## config.mk

```make
export PLATFORM = sky130hd
export DESIGN_NAME = sha256_block_feeder_flat
export DESIGN_NICKNAME = d
export VERILOG_FILES = /design/src/rtl/sha256_pkg.sv /design/src/rtl/sha256_block_feeder_if.sv /design/src/rtl/sha256_pad_word_gen.sv /design/src/rtl/sha256_block_feeder.sv /design/src/flat_wrapper.sv
export SDC_FILE = /design/constraint.sdc
export NUM_CORES = 1
export LEC_CHECK = 0
export CAP_MARGIN = 20
export CORE_AREA = 3 3 104 130
export DETAILED_ROUTE_END_ITERATION = 12
export DIE_AREA = 0 0 107 133
export HOLD_SLACK_MARGIN = 0.1
export PLACE_DENSITY = 0.84
export SLEW_MARGIN = 20
export SYNTH_ARGS = -nofsm -noshare
export SYNTH_HDL_FRONTEND = slang
export SYNTH_HIERARCHICAL = 1
export SYNTH_SLANG_ARGS = --single-unit
```

## constraint.sdc

```tcl
create_clock -name clk -period 4.9 [get_ports clk]
set_clock_uncertainty 0.2 [all_clocks]
set_input_delay 0.98 -clock clk [delete_from_list [all_inputs] [get_ports clk]]
set_output_delay 0.98 -clock clk [all_outputs]
set_load 0.05 [all_outputs]
```

## src/rtl/sha256_pkg.sv

```systemverilog
// Shared SHA-256 definitions: feeder state encoding, padding constants and small helpers.
// Also used by the compression core.
package sha256_pkg;

    typedef enum logic [2:0] {
        FEED_IDLE = 3'd0,
        FEED_REQ  = 3'd1,
        FEED_CAP  = 3'd2,
        FEED_SEND = 3'd3,
        FEED_PAD  = 3'd4,
        FEED_FIN  = 3'd5
    } feeder_state_e;

    localparam logic [31:0] SHA256_PAD_MARKER  = 32'h8000_0000;
    localparam int unsigned SHA256_BLOCK_WORDS = 32'd16;

    // Blocks needed for 'words' message words plus marker and 64-bit length.
    function automatic int unsigned num_blocks(input int unsigned words);
        return (words + 32'd3 + 32'd15) / 32'd16;
    endfunction

    function automatic logic [31:0] byte_swap(input logic [31:0] w);
        return {w[7:0], w[15:8], w[23:16], w[31:24]};
    endfunction

endpackage

```

## src/rtl/sha256_block_feeder_if.sv

```systemverilog
// Word stream from the block feeder to the compression core (valid/ready with block tags).
interface sha256_block_feeder_if;
    logic        out_valid;
    logic        out_ready;
    logic [31:0] out_data;
    logic [3:0]  out_word_idx;
    logic        out_block_last;
    logic        out_msg_last;

    modport master (
        output out_valid, out_data, out_word_idx, out_block_last, out_msg_last,
        input  out_ready
    );

    modport slave (
        input  out_valid, out_data, out_word_idx, out_block_last, out_msg_last,
        output out_ready
    );
endinterface

```

## src/rtl/sha256_pad_word_gen.sv

```systemverilog
// Combinational padding generator: word value and position flags for a stream index.
module sha256_pad_word_gen
    import sha256_pkg::*;
(
    input  logic [11:0] word_idx,
    input  logic [10:0] num_words,
    output logic [31:0] pad_word,
    output logic        is_msg,
    output logic        block_last,
    output logic        msg_last
);

    logic [11:0] total_s;
    logic [31:0] len_s;

    // Classify the index and pick marker, zero fill or low length word.
    always_comb begin
        total_s    = 12'(num_blocks(32'(num_words)) * SHA256_BLOCK_WORDS);
        len_s      = {16'd0, num_words, 5'd0};
        is_msg     = (word_idx < {1'b0, num_words});
        block_last = (word_idx[3:0] == 4'd15);
        msg_last   = (word_idx == (total_s - 12'd1));
        if (word_idx == {1'b0, num_words}) begin
            pad_word = SHA256_PAD_MARKER;
        end else if (msg_last) begin
            pad_word = len_s;
        end else begin
            pad_word = 32'd0;
        end
    end

endmodule

```

## src/rtl/sha256_block_feeder.sv

```systemverilog
// Reads a message from word memory, appends SHA-256 padding and streams 16-word blocks.
// Define SHA256_FEEDER_BYTESWAP_EN to byte-reverse message words (little-endian images).
module sha256_block_feeder
    import sha256_pkg::*;
#(
    parameter int NUM_OF_WORDS = 20
) (
    input  logic                         clk,
    input  logic                         reset_n,
    input  logic                         start,
    input  logic [15:0]                  message_addr,
    output logic                         mem_clk,
    output logic                         mem_we,
    output logic [15:0]                  mem_addr,
    input  logic [31:0]                  mem_read_data,
    sha256_block_feeder_if.master        out_if,
    output logic                         busy,
    output logic                         done
);

    if (NUM_OF_WORDS < 1 || NUM_OF_WORDS > 2047) begin : g_bad_len
        $error("sha256_block_feeder: NUM_OF_WORDS must be 1..2047");
    end

    localparam logic [10:0] NUM_W = 11'(NUM_OF_WORDS);

    feeder_state_e state_r, state_nxt_s;
    logic [15:0] base_r, base_d, mem_addr_r, mem_addr_d;
    logic [10:0] rd_ptr_r, rd_ptr_d;
    logic [11:0] cnt_r, cnt_d, sel_idx_s;
    logic [31:0] data_r, data_d, msg_word_s, gen_word_s;
    logic [3:0]  idx_r, idx_d;
    logic valid_r, valid_d, blast_r, blast_d, mlast_r, mlast_d;
    logic busy_r, busy_d, done_r, done_d, accept_s;
    logic gen_is_msg_s, gen_blast_s, gen_mlast_s;

`ifdef SHA256_FEEDER_BYTESWAP_EN
    assign msg_word_s = byte_swap(mem_read_data);
`else
    assign msg_word_s = mem_read_data;
`endif

    assign accept_s  = valid_r & out_if.out_ready;
    // CAP tags the word being fetched; elsewhere we look one word ahead.
    assign sel_idx_s = (state_r == FEED_CAP) ? cnt_r : (cnt_r + 12'd1);

    sha256_pad_word_gen u_pad_gen (
        .word_idx   (sel_idx_s),
        .num_words  (NUM_W),
        .pad_word   (gen_word_s),
        .is_msg     (gen_is_msg_s),
        .block_last (gen_blast_s),
        .msg_last   (gen_mlast_s)
    );

    // State register.
    always_ff @(posedge clk or negedge reset_n) begin
        if (!reset_n) state_r <= FEED_IDLE;
        else          state_r <= state_nxt_s;
    end

    // Next-state logic.
    always_comb begin
        state_nxt_s = state_r;
        case (state_r)
            FEED_IDLE: state_nxt_s = start ? FEED_REQ : FEED_IDLE;
            FEED_REQ:  state_nxt_s = FEED_CAP;
            FEED_CAP:  state_nxt_s = FEED_SEND;
            FEED_SEND: begin
                if (accept_s) state_nxt_s = gen_is_msg_s ? FEED_REQ : FEED_PAD;
                else          state_nxt_s = FEED_SEND;
            end
            FEED_PAD: begin
                if (accept_s) state_nxt_s = mlast_r ? FEED_FIN : FEED_PAD;
                else          state_nxt_s = FEED_PAD;
            end
            FEED_FIN:  state_nxt_s = FEED_IDLE;
            default:   state_nxt_s = FEED_IDLE;
        endcase
    end

    // Output/datapath next values; all outputs leave through registers.
    always_comb begin
        base_d = base_r;  rd_ptr_d = rd_ptr_r;  cnt_d = cnt_r;  mem_addr_d = mem_addr_r;
        data_d = data_r;  valid_d = valid_r;    idx_d = idx_r;
        blast_d = blast_r;  mlast_d = mlast_r;
        case (state_r)
            FEED_IDLE: begin
                if (start) begin
                    base_d = message_addr;  mem_addr_d = message_addr;
                    rd_ptr_d = 11'd0;       cnt_d = 12'd0;
                end else begin
                    valid_d = 1'b0;
                end
            end
            FEED_CAP: begin
                data_d  = msg_word_s;  valid_d = 1'b1;  idx_d = sel_idx_s[3:0];
                blast_d = gen_blast_s; mlast_d = gen_mlast_s;
                rd_ptr_d = rd_ptr_r + 11'd1;
                // Park the address on the last message word once nothing is left to read.
                if ((rd_ptr_r + 11'd1) < NUM_W) begin
                    mem_addr_d = base_r + {5'd0, rd_ptr_r} + 16'd1;
                end else begin
                    mem_addr_d = mem_addr_r;
                end
            end
            FEED_SEND, FEED_PAD: begin
                if (accept_s) begin
                    cnt_d = cnt_r + 12'd1;
                    if (gen_is_msg_s || (state_r == FEED_PAD && mlast_r)) begin
                        valid_d = 1'b0;
                    end else begin
                        valid_d = 1'b1;  data_d = gen_word_s;  idx_d = sel_idx_s[3:0];
                        blast_d = gen_blast_s;  mlast_d = gen_mlast_s;
                    end
                end else begin
                    valid_d = valid_r;
                end
            end
            FEED_REQ, FEED_FIN: valid_d = 1'b0;
            default:            valid_d = 1'b0;
        endcase
        busy_d = (state_nxt_s != FEED_IDLE);
        done_d = (state_nxt_s == FEED_FIN);
    end

    // Datapath and output registers.
    always_ff @(posedge clk or negedge reset_n) begin
        if (!reset_n) begin
            base_r <= 16'd0;  mem_addr_r <= 16'd0;  rd_ptr_r <= 11'd0;  cnt_r <= 12'd0;
            data_r <= 32'd0;  valid_r <= 1'b0;  idx_r <= 4'd0;
            blast_r <= 1'b0;  mlast_r <= 1'b0;  busy_r <= 1'b0;  done_r <= 1'b0;
        end else begin
            base_r <= base_d;  mem_addr_r <= mem_addr_d;  rd_ptr_r <= rd_ptr_d;  cnt_r <= cnt_d;
            data_r <= data_d;  valid_r <= valid_d;  idx_r <= idx_d;
            blast_r <= blast_d;  mlast_r <= mlast_d;  busy_r <= busy_d;  done_r <= done_d;
        end
    end

    assign mem_clk               = clk;
    assign mem_we                = 1'b0;
    assign mem_addr              = mem_addr_r;
    assign out_if.out_valid      = valid_r;
    assign out_if.out_data       = data_r;
    assign out_if.out_word_idx   = idx_r;
    assign out_if.out_block_last = blast_r;
    assign out_if.out_msg_last   = mlast_r;
    assign busy                  = busy_r;
    assign done                  = done_r;

endmodule

```

## src/flat_wrapper.sv

```systemverilog
// flat-port wrapper written by rule: the top's interface ports become plain ports
module sha256_block_feeder_flat import sha256_pkg::*;
#(
    parameter int NUM_OF_WORDS = 20
)
  (clk, reset_n, start, message_addr, mem_clk, mem_we, mem_addr, mem_read_data, busy, done, out_if_out_valid, out_if_out_data, out_if_out_word_idx, out_if_out_block_last, out_if_out_msg_last, out_if_out_ready);
  sha256_block_feeder_if out_if_i ();
  input  logic clk;
  input  logic reset_n;
  input  logic start;
  input  logic [15:0] message_addr;
  output logic mem_clk;
  output logic mem_we;
  output logic [15:0] mem_addr;
  input  logic [31:0] mem_read_data;
  output logic busy;
  output logic done;
  output wire logic [$bits(out_if_i.out_valid)-1:0] out_if_out_valid;
  output wire logic [$bits(out_if_i.out_data)-1:0] out_if_out_data;
  output wire logic [$bits(out_if_i.out_word_idx)-1:0] out_if_out_word_idx;
  output wire logic [$bits(out_if_i.out_block_last)-1:0] out_if_out_block_last;
  output wire logic [$bits(out_if_i.out_msg_last)-1:0] out_if_out_msg_last;
  input wire logic [$bits(out_if_i.out_ready)-1:0] out_if_out_ready;
  assign out_if_out_valid = out_if_i.out_valid;
  assign out_if_out_data = out_if_i.out_data;
  assign out_if_out_word_idx = out_if_i.out_word_idx;
  assign out_if_out_block_last = out_if_i.out_block_last;
  assign out_if_out_msg_last = out_if_i.out_msg_last;
  assign out_if_i.out_ready = out_if_out_ready;
  sha256_block_feeder #(.NUM_OF_WORDS(NUM_OF_WORDS)) u_core (.clk(clk), .reset_n(reset_n), .start(start), .message_addr(message_addr), .mem_clk(mem_clk), .mem_we(mem_we), .mem_addr(mem_addr), .mem_read_data(mem_read_data), .out_if(out_if_i), .busy(busy), .done(done));
endmodule
```

== Word-level counts from Yosys, hierarchy flattened ==
Index checks and enable logic that the tools add are counted.
Word-level totals
  register bits after elaboration: 99
  input bits: 52
  output and inout bits: 59
  word-level logic and storage cells: 79
Cells by class
  $add $sub $neg: 4
  magnitude comparators: 2
  equal/unequal tests: 13
  multiplexer cells: 33
  bitwise logic cells: 1
  reduce and logical (&&, ||, !) cells: 14
Operator list (count)
  $mux 32: 3
  $pmux 32 s2: 1
  $mux 12: 3
  $mux 16: 2
  $pmux 16 s2: 1
  $eq 12x5->1 const B: 2
  $pmux 12 s2: 1
  $pmux 11 s2: 1
  $add 16x1->16 const B: 1
  $add 16x11->16: 1
  $pmux 3 s5: 1
  $add 12x1->12 const B: 1
  $lt 12x5->1 const B: 1
  $add 11x1->11 const B: 1
  $lt 11x5->1 const B: 1
  $mux 11: 1
  $mux 10: 1
  $mux 1: 9
  $mux 3: 3
  $reduce_and 3->1: 3
  $mux 4: 2
  $ne 2x2->1 const B: 4
  $pmux 4 s2: 1
  $eq 3x2->1 const B: 2
  other kinds (14): 20

== Logic depth before layout (Yosys ltp) ==
Gate-level depths: netlist (run 1).
  depth in word-level cells: 8
  gate-level depth with buffers: 20
  depth with buffers taken out: 16

== Modules after synthesis ==
The synthesis (run 1) kept the hierarchy.
Modules (own cells, without submodules)
  sha256_block_feeder: times used 1, cells an instance 600, area an instance 5547.8 um^2, sequential area each 2477.4 um^2
  sha256_pad_word_gen: times used 1, cells an instance 142, area an instance 1078.5 um^2, sequential area each 0.0 um^2

==> results.toml, run 1 <==
[status]
status = "finished clean"

[logic_synthesis]
synthFlopType = "dfrtp_1"
synth.distinct_cells = 73
synthCells = 742
yosys_warnings = 6
avgSynthCellArea_um2 = 8.93
synth_edf_count = 0
syn-cell-area_um2 = 6630
ys_ff_latch = 99
yosysSeqAreaShare_pct = 37.4
async_flop_share_pct = 100

[routing]
met2_length_mm = 8.29
routed-via-count = 5749
first_pass_iters = 7
met1_length_mm = 6.53
route.detailed.drc = 0
routed.top_layer = "met4"
routedWlPerCell_um = 15.3
drtIter0Drc = 362
vias_per_cell = 5.51
ant_nets = 0
wl_met3_um = 679
wirelength_mm = 16.0

[sta]
fin_tns_setup_ps = 0
slew_headroom_pct = 29.4
final_hold_viol_count = 0
drv_slew = 0
tightest_slew_ps = 1060
rsz0062_at_grt = "no"
setup_violations = 0

[min_path]
hp-start = "u_core/out_if.out_data[22]"
hold_class = "reg2reg"

[die]
die_y_um = 133
coreArea_um2 = 12300
design.die.area_um2 = 14200
die_w_um = 107
rows = 45
io_pins = 111
start_util_pct = 53.7

[placed_design]
gp_congestion = 0.899
port_buffers = 109
dpl.hpwl_mm = 11.3

[setup_path]
crit_type = "clk2out"
crit_path_start = "clk"
worst-endpoint-arrival_ps = 3380
cp.required_ps = 3720
r2r_slack_ps = 600
cp-start-kind = "clock port"
setup.worst_path.end_class = "output port"
path_max_fanout = 2
r2r-start = "u_core/cnt_r[0]"

[clock_tree]
clk_pin_slew_ps = 60
cts-hold-fix-buffers = 0
cts_resized = 0
post_cts_buffers = 0
tritoncts = "done"
clkLatencyLatePin_ps = 460

[global_route]
grt_max_degree = 81
grt_pass1_wl_mm = 26.3
antenna_found_initial = 0
grt.total_usage_pct = 22.9
grt_pass1_vias = 5477
gr-total-overflow = 0

[finish]
finish.utilization_pct = 66.9
drive_gt1_share_pct = 8.42
fin_nets = 953
insertedDiodeCount = 0
area_delta_synth_final_pct = 24.5

[power_and_ir_drop]
power_density_nw_per_um2 = 491
p_leak_nw = 3.55
vdd_drop_max_uv = 258

[flow_run]
drv_cap = 0
## cells in the final DEF (no fill, tap or decap), types with 8 or more instances in the layout
| master | n |
|---|---|
| clkdlybuf4s50_1 | 108 |
| nand3_1 | 22 |
| nor3_1 | 13 |
| xor2_1 | 9 |
| nand2_1 | 130 |
| buf_4 | 8 |
| a211oi_1 | 10 |
| xnor2_1 | 16 |
| ha_1 | 25 |
| a21oi_1 | 15 |
| nor4_2 | 9 |
| conb_1 | 64 |
| mux2_2 | 13 |
| nor2_1 | 38 |
| clkbuf_16 | 12 |
| o31ai_1 | 11 |
| inv_1 | 22 |
| o21ai_0 | 87 |
| dfrtp_1 | 99 |
| mux2i_1 | 37 |
## cell type report
| cell class | instances | area, um2 |
|---|---|---|
| tap | 164 | 205 |
| timing repair buffer | 116 | 1140 |
| multi-input combinational | 621 | 3940 |
| clock buffer | 18 | 369 |
| sequential | 99 | 2480 |
| fill | 978 | 4080 |
| inverter | 24 | 90.1 |
| clock inverter | 1 | 30.0 |
## critical path: stages
cell and delay (ps):
clkbuf_16 120, clkbuf_16 130, clkdlybuf4s50_1 690
## flip-flops by register name, summed over array words and instances (netlist names)
| signal | flops |
|---|---|
| u_core/cnt_r | 12 |
| u_core/state_r | 3 |
| u_core/busy | 1 |
| u_core/out_if.out_valid | 1 |
| u_core/out_if.out_block_last | 1 |
| u_core/done | 1 |
| u_core/out_if.out_data | 32 |
| u_core/out_if.out_msg_last | 1 |
| u_core/rd_ptr_r | 11 |
| u_core/mem_addr | 16 |
| u_core/base_r | 16 |
| u_core/out_if.out_word_idx | 4 |
## path summary, 6_finish.rpt
kind | end | depth (start not counted)
min in group asynchronous | u_core/mem_addr[7] | 1
max in group asynchronous | u_core/out_if.out_block_last | 2
setup / recovery | mem_clk | 3
setup reg to reg | u_core/out_if.out_data[7] | 16
hold / removal | u_core/out_if.out_data[22] | 2
hold reg to reg | u_core/out_if.out_data[22] | 2
## cell usage after synthesis, drive strengths merged, types with 4 or more instances
| library cell | n | share of area, % |
|---|---|---|
| nand2 | 130 | 7.4 |
| dfrtp | 99 | 37 |
| o21ai | 88 | 6.6 |
| nor2 | 39 | 2.3 |
| mux2i | 37 | 5.6 |
| buf | 35 | 4.2 |
| ha | 25 | 4.7 |
| clkbuf | 24 | 1.4 |
| inv | 24 | 1.4 |
| nand3 | 22 | 1.7 |
| mux2 | 19 | 3.6 |
| a21oi | 16 | 1.3 |
| xnor2 | 16 | 2.1 |
| nor4 | 14 | 2.2 |
| nor3 | 13 | 0.98 |
| o31ai | 12 | 1.6 |
| a211oi | 10 | 1.1 |
| xor2 | 9 | 1.2 |
| a21o | 7 | 0.79 |
| a31oi | 7 | 0.76 |
| and4 | 7 | 1.0 |
| and3 | 6 | 0.57 |
| or4 | 6 | 0.68 |
| and2 | 5 | 0.47 |
| nand4 | 5 | 0.57 |
| nor2b | 5 | 0.47 |
| nand2b | 4 | 0.38 |
| nor3b | 4 | 0.53 |
| nor4b | 4 | 0.62 |
| o211ai | 4 | 0.45 |
| o21a | 4 | 0.45 |
| or2 | 4 | 0.38 |
## per-layer routing
layer / vias to the layer above / track usage [%]
li1: 2825 / -
met1: 2726 / 27.8
met2: 161 / 39.5
met3: 37 / 2.83
met4: 0 / 11.5
met5: - / 0
## stage by stage
step	instances	worst slack [ps]	cell area, um2	total power, mW	hold slack [ps]
after floorplan	803	943	6860	2.61	252
after global placement	1025	598	7860	3.13	261
after detailed placement	1025	598	7860	3.17	269
after CTS	1043	330	8250	4.06	284
after global routing	1043	207	8250	4.27	312
final	1043	336	8250	4.05	280
## kinds of logic (layout without fill, tap and decap cells)
| family | after synthesis | after routing | share of synthesized area (%) |
|---|---|---|---|
| adder cells (fa/ha/maj) | 26 | 26 | 5.02 |
| buffers and inverters | 83 | 159 | 6.93 |
| AO/OA/AOI/OAI | 172 | 172 | 16.3 |
| AND/OR/NAND/NOR | 277 | 277 | 21.4 |
| flip-flops | 99 | 99 | 37.4 |
| XOR/XNOR | 26 | 26 | 3.64 |
| other | 3 | 64 | 0.170 |
| multiplexers | 56 | 56 | 9.16 |
## report_power, final
| group | internal [mW] | leakage [nW] | switching (mW) |
|---|---|---|---|
| Clock | 0.567 | 0.196 | 0.350 |
| Sequential | 1.04 | 1.24 | 0.205 |
| Combinational | 0.700 | 2.12 | 1.19 |
Power figures use the tool's default switching activity.
==> run 2: changes to the inputs <==
--- a/config.mk
+++ b/config.mk
@@ -6,11 +6,11 @@
 export NUM_CORES = 1
 export LEC_CHECK = 0
 export CAP_MARGIN = 20
-export CORE_AREA = 3 3 104 130
+export CORE_AREA = 3 3 109 137
 export DETAILED_ROUTE_END_ITERATION = 12
-export DIE_AREA = 0 0 107 133
+export DIE_AREA = 0 0 112 140
 export HOLD_SLACK_MARGIN = 0.1
-export PLACE_DENSITY = 0.84
+export PLACE_DENSITY = 0.81
 export SLEW_MARGIN = 20
 export SYNTH_ARGS = -nofsm -noshare
 export SYNTH_HDL_FRONTEND = slang
==> constraint.sdc (replaced) <==
create_clock -name clk -period 4 [get_ports clk]
set_clock_uncertainty 0.2 [all_clocks]
set_input_delay 0.8 -clock clk [delete_from_list [all_inputs] [get_ports clk]]
set_output_delay 0.8 -clock clk [all_outputs]
set_load 0.05 [all_outputs]
==> results.toml, run 2 (synthesis gave the netlist of run 1 again) <==
[placed_design]
port_buffers = 109
dpl.hpwl_mm = 11.5
placed_cell_area_um2 = 7970
gp_congestion = 0.893

[finish]
area_delta_synth_final_pct = 27.1
finish.utilization_pct = 61.2
drive_gt1_share_pct = 10.9
postLayoutCellArea_um2 = 8420
largest_reg_flops = 32
insertedDiodeCount = 0
fin_nets = 967
layout_commonest_cell = "nand2_1"
mostFrequentLayoutCells = "130 x nand2_1, 108 x clkdlybuf4s50_1, 98 x dfrtp_1"

[die]
rows = 48
die_y_um = 140
coreArea_um2 = 13800
start_util_pct = 48.2
die_w_um = 112
io_pins = 111
design.die.area_um2 = 15700

[power_and_ir_drop]
p_leak_nw = 3.64
power.total_mw = 4.91
power_density_nw_per_um2 = 583
vdd_drop_max_uv = 295

[setup_path]
cp-start-kind = "clock port"
reg2reg_to = "u_core/out_if.out_block_last"
r2r-start = "u_core/cnt_r[1]"
setup.worst_path.end_class = "output port"
r2r.worst_path.cells = 16
crit_type = "clk2out"
path_max_fanout = 2
r2r_slack_ps = 190
worst-endpoint-arrival_ps = 2930
cp.required_ps = 3000

[sta]
setup_violations = 0
slew_headroom_pct = 46.2
hold_ws_ps = 213
final_hold_viol_count = 0
tightest_slew_ps = 801
drv_slew = 0

[routing]
route.detailed.drc = 0
vias_per_cell = 5.34
ant_nets = 0
routedWlPerCell_um = 14.9
drtIter0Drc = 323
first_pass_iters = 5
wirelength_mm = 16.0
routed-via-count = 5707

[global_route]
met1_usage_pct = 26.1
grt_pass1_vias = 5485
grtUsageMet3_pct = 2.81
antenna_found_initial = 0
grt_pass1_wl_mm = 26.5
top_usage_layer = "met2"
grt_max_degree = 65
grt.total_usage_pct = 20.4
met2_usage_pct = 35.3
gr-total-overflow = 0

[clock_tree]
cts-hold-fix-buffers = 0
tritoncts = "done"
clkLatencyLatePin_ps = 450
clk_pin_slew_ps = 60

[status]
status = "finished clean"

[flow_run]
drv_cap = 0

[min_path]
hold_class = "in2async"
run 2: cell count changes in the layout (fill, tap and decap cells not counted), moves of 2 or more:
cell / delta
nand3_1: -2
clkbuf_8: -4
xnor2_2: +2
buf_12: +2
buf_4: +13
nand3_2: +2
xnor2_1: -2
clkbuf_1: +2
clkinv_2: +2
run 2: worst max path at each step:
stage	from	endpoint	slack, ps	depth (start not counted)
after floorplan	u_core/state_r[0]	u_core/out_if.out_block_last	40	17
after global placement	u_core/cnt_r[2]	u_core/busy	190	13
after detailed placement	u_core/cnt_r[0]	u_core/out_if.out_data[7]	-20	14
after CTS	clk	mem_clk	60	3
after global routing	u_core/cnt_r[0]	u_core/out_if.out_word_idx[2]	-30	15
final	clk	mem_clk	70	3
run 2: layer usage:
metal  wire length [um]  share of wire (%)  vias to the layer above
met2               8320                 52                      109
met5                  0                  0                        -
met3                506                3.2                       19
met4                325                2.0                        0
met1               6800                 43                     2722
li1                   -                  -                     2857
run 2: metrics by stage:
stage               setup WS, ps  TNS, ps  instances
finish                      70.3        0       1068
global route               -34.4     -416       1068
CTS                         61.9        0       1063
detailed placement         -18.5    -21.0       1045
global placement             187        0       1045
floorplan                   42.6        0        803
run 2: cell type report:
type	instances	area [um2]
sequential	99	2480
fill	1156	5330
clock buffer	16	322
clock inverter	3	40.0
timing repair buffer	130	1270
multi-input combinational	621	4000
tap	175	219
inverter	24	90.1
run 2: what timing repair did:
item	CTS	global route
endpoints found under the setup margin	4	39
gates resized for setup	1	12
pin swaps	0	0
buffers inserted	0	5
run 2: report_power, final:
group / total [mW] / switching (mW) / leakage [nW] / internal, mW
clock: 1.05 / 0.421 / 0.177 / 0.625
combinational: 2.35 / 1.46 / 2.23 / 0.892
sequential: 1.51 / 0.239 / 1.24 / 1.28
total: 4.91 / 2.12 / 3.64 / 2.79
run 2: worst max-delay path: stages:
cell and delay, ps:
clkbuf_16 120, clkbuf_16 120, clkdlybuf4s50_1 680
==> run 3: changes to the inputs <==
==> constraint.sdc (replaced) <==
create_clock -name clk -period 4 [get_ports clk]
set_clock_uncertainty 0.2 [all_clocks]
set_input_delay 0.8 -clock clk [delete_from_list [all_inputs] [get_ports clk]]
set_output_delay 0.8 -clock clk [all_outputs]
set_load 0.01 [all_outputs]
==> results of run 3 <==
Same layout as run 2 (identical final DEF). Status: finished clean.
Among the figures that moved: clock-pin slew on the worst setup and hold paths 60 ps -> 70 ps; setup slack after layout 70.3 ps -> 195 ps; start point of the critical path clk -> u_core/cnt_r[1]; end point of the critical path mem_clk -> u_core/out_if.out_block_last; total power 4.91 mW -> 4.32 mW; worst IR drop on VDD 295 uV -> 232 uV
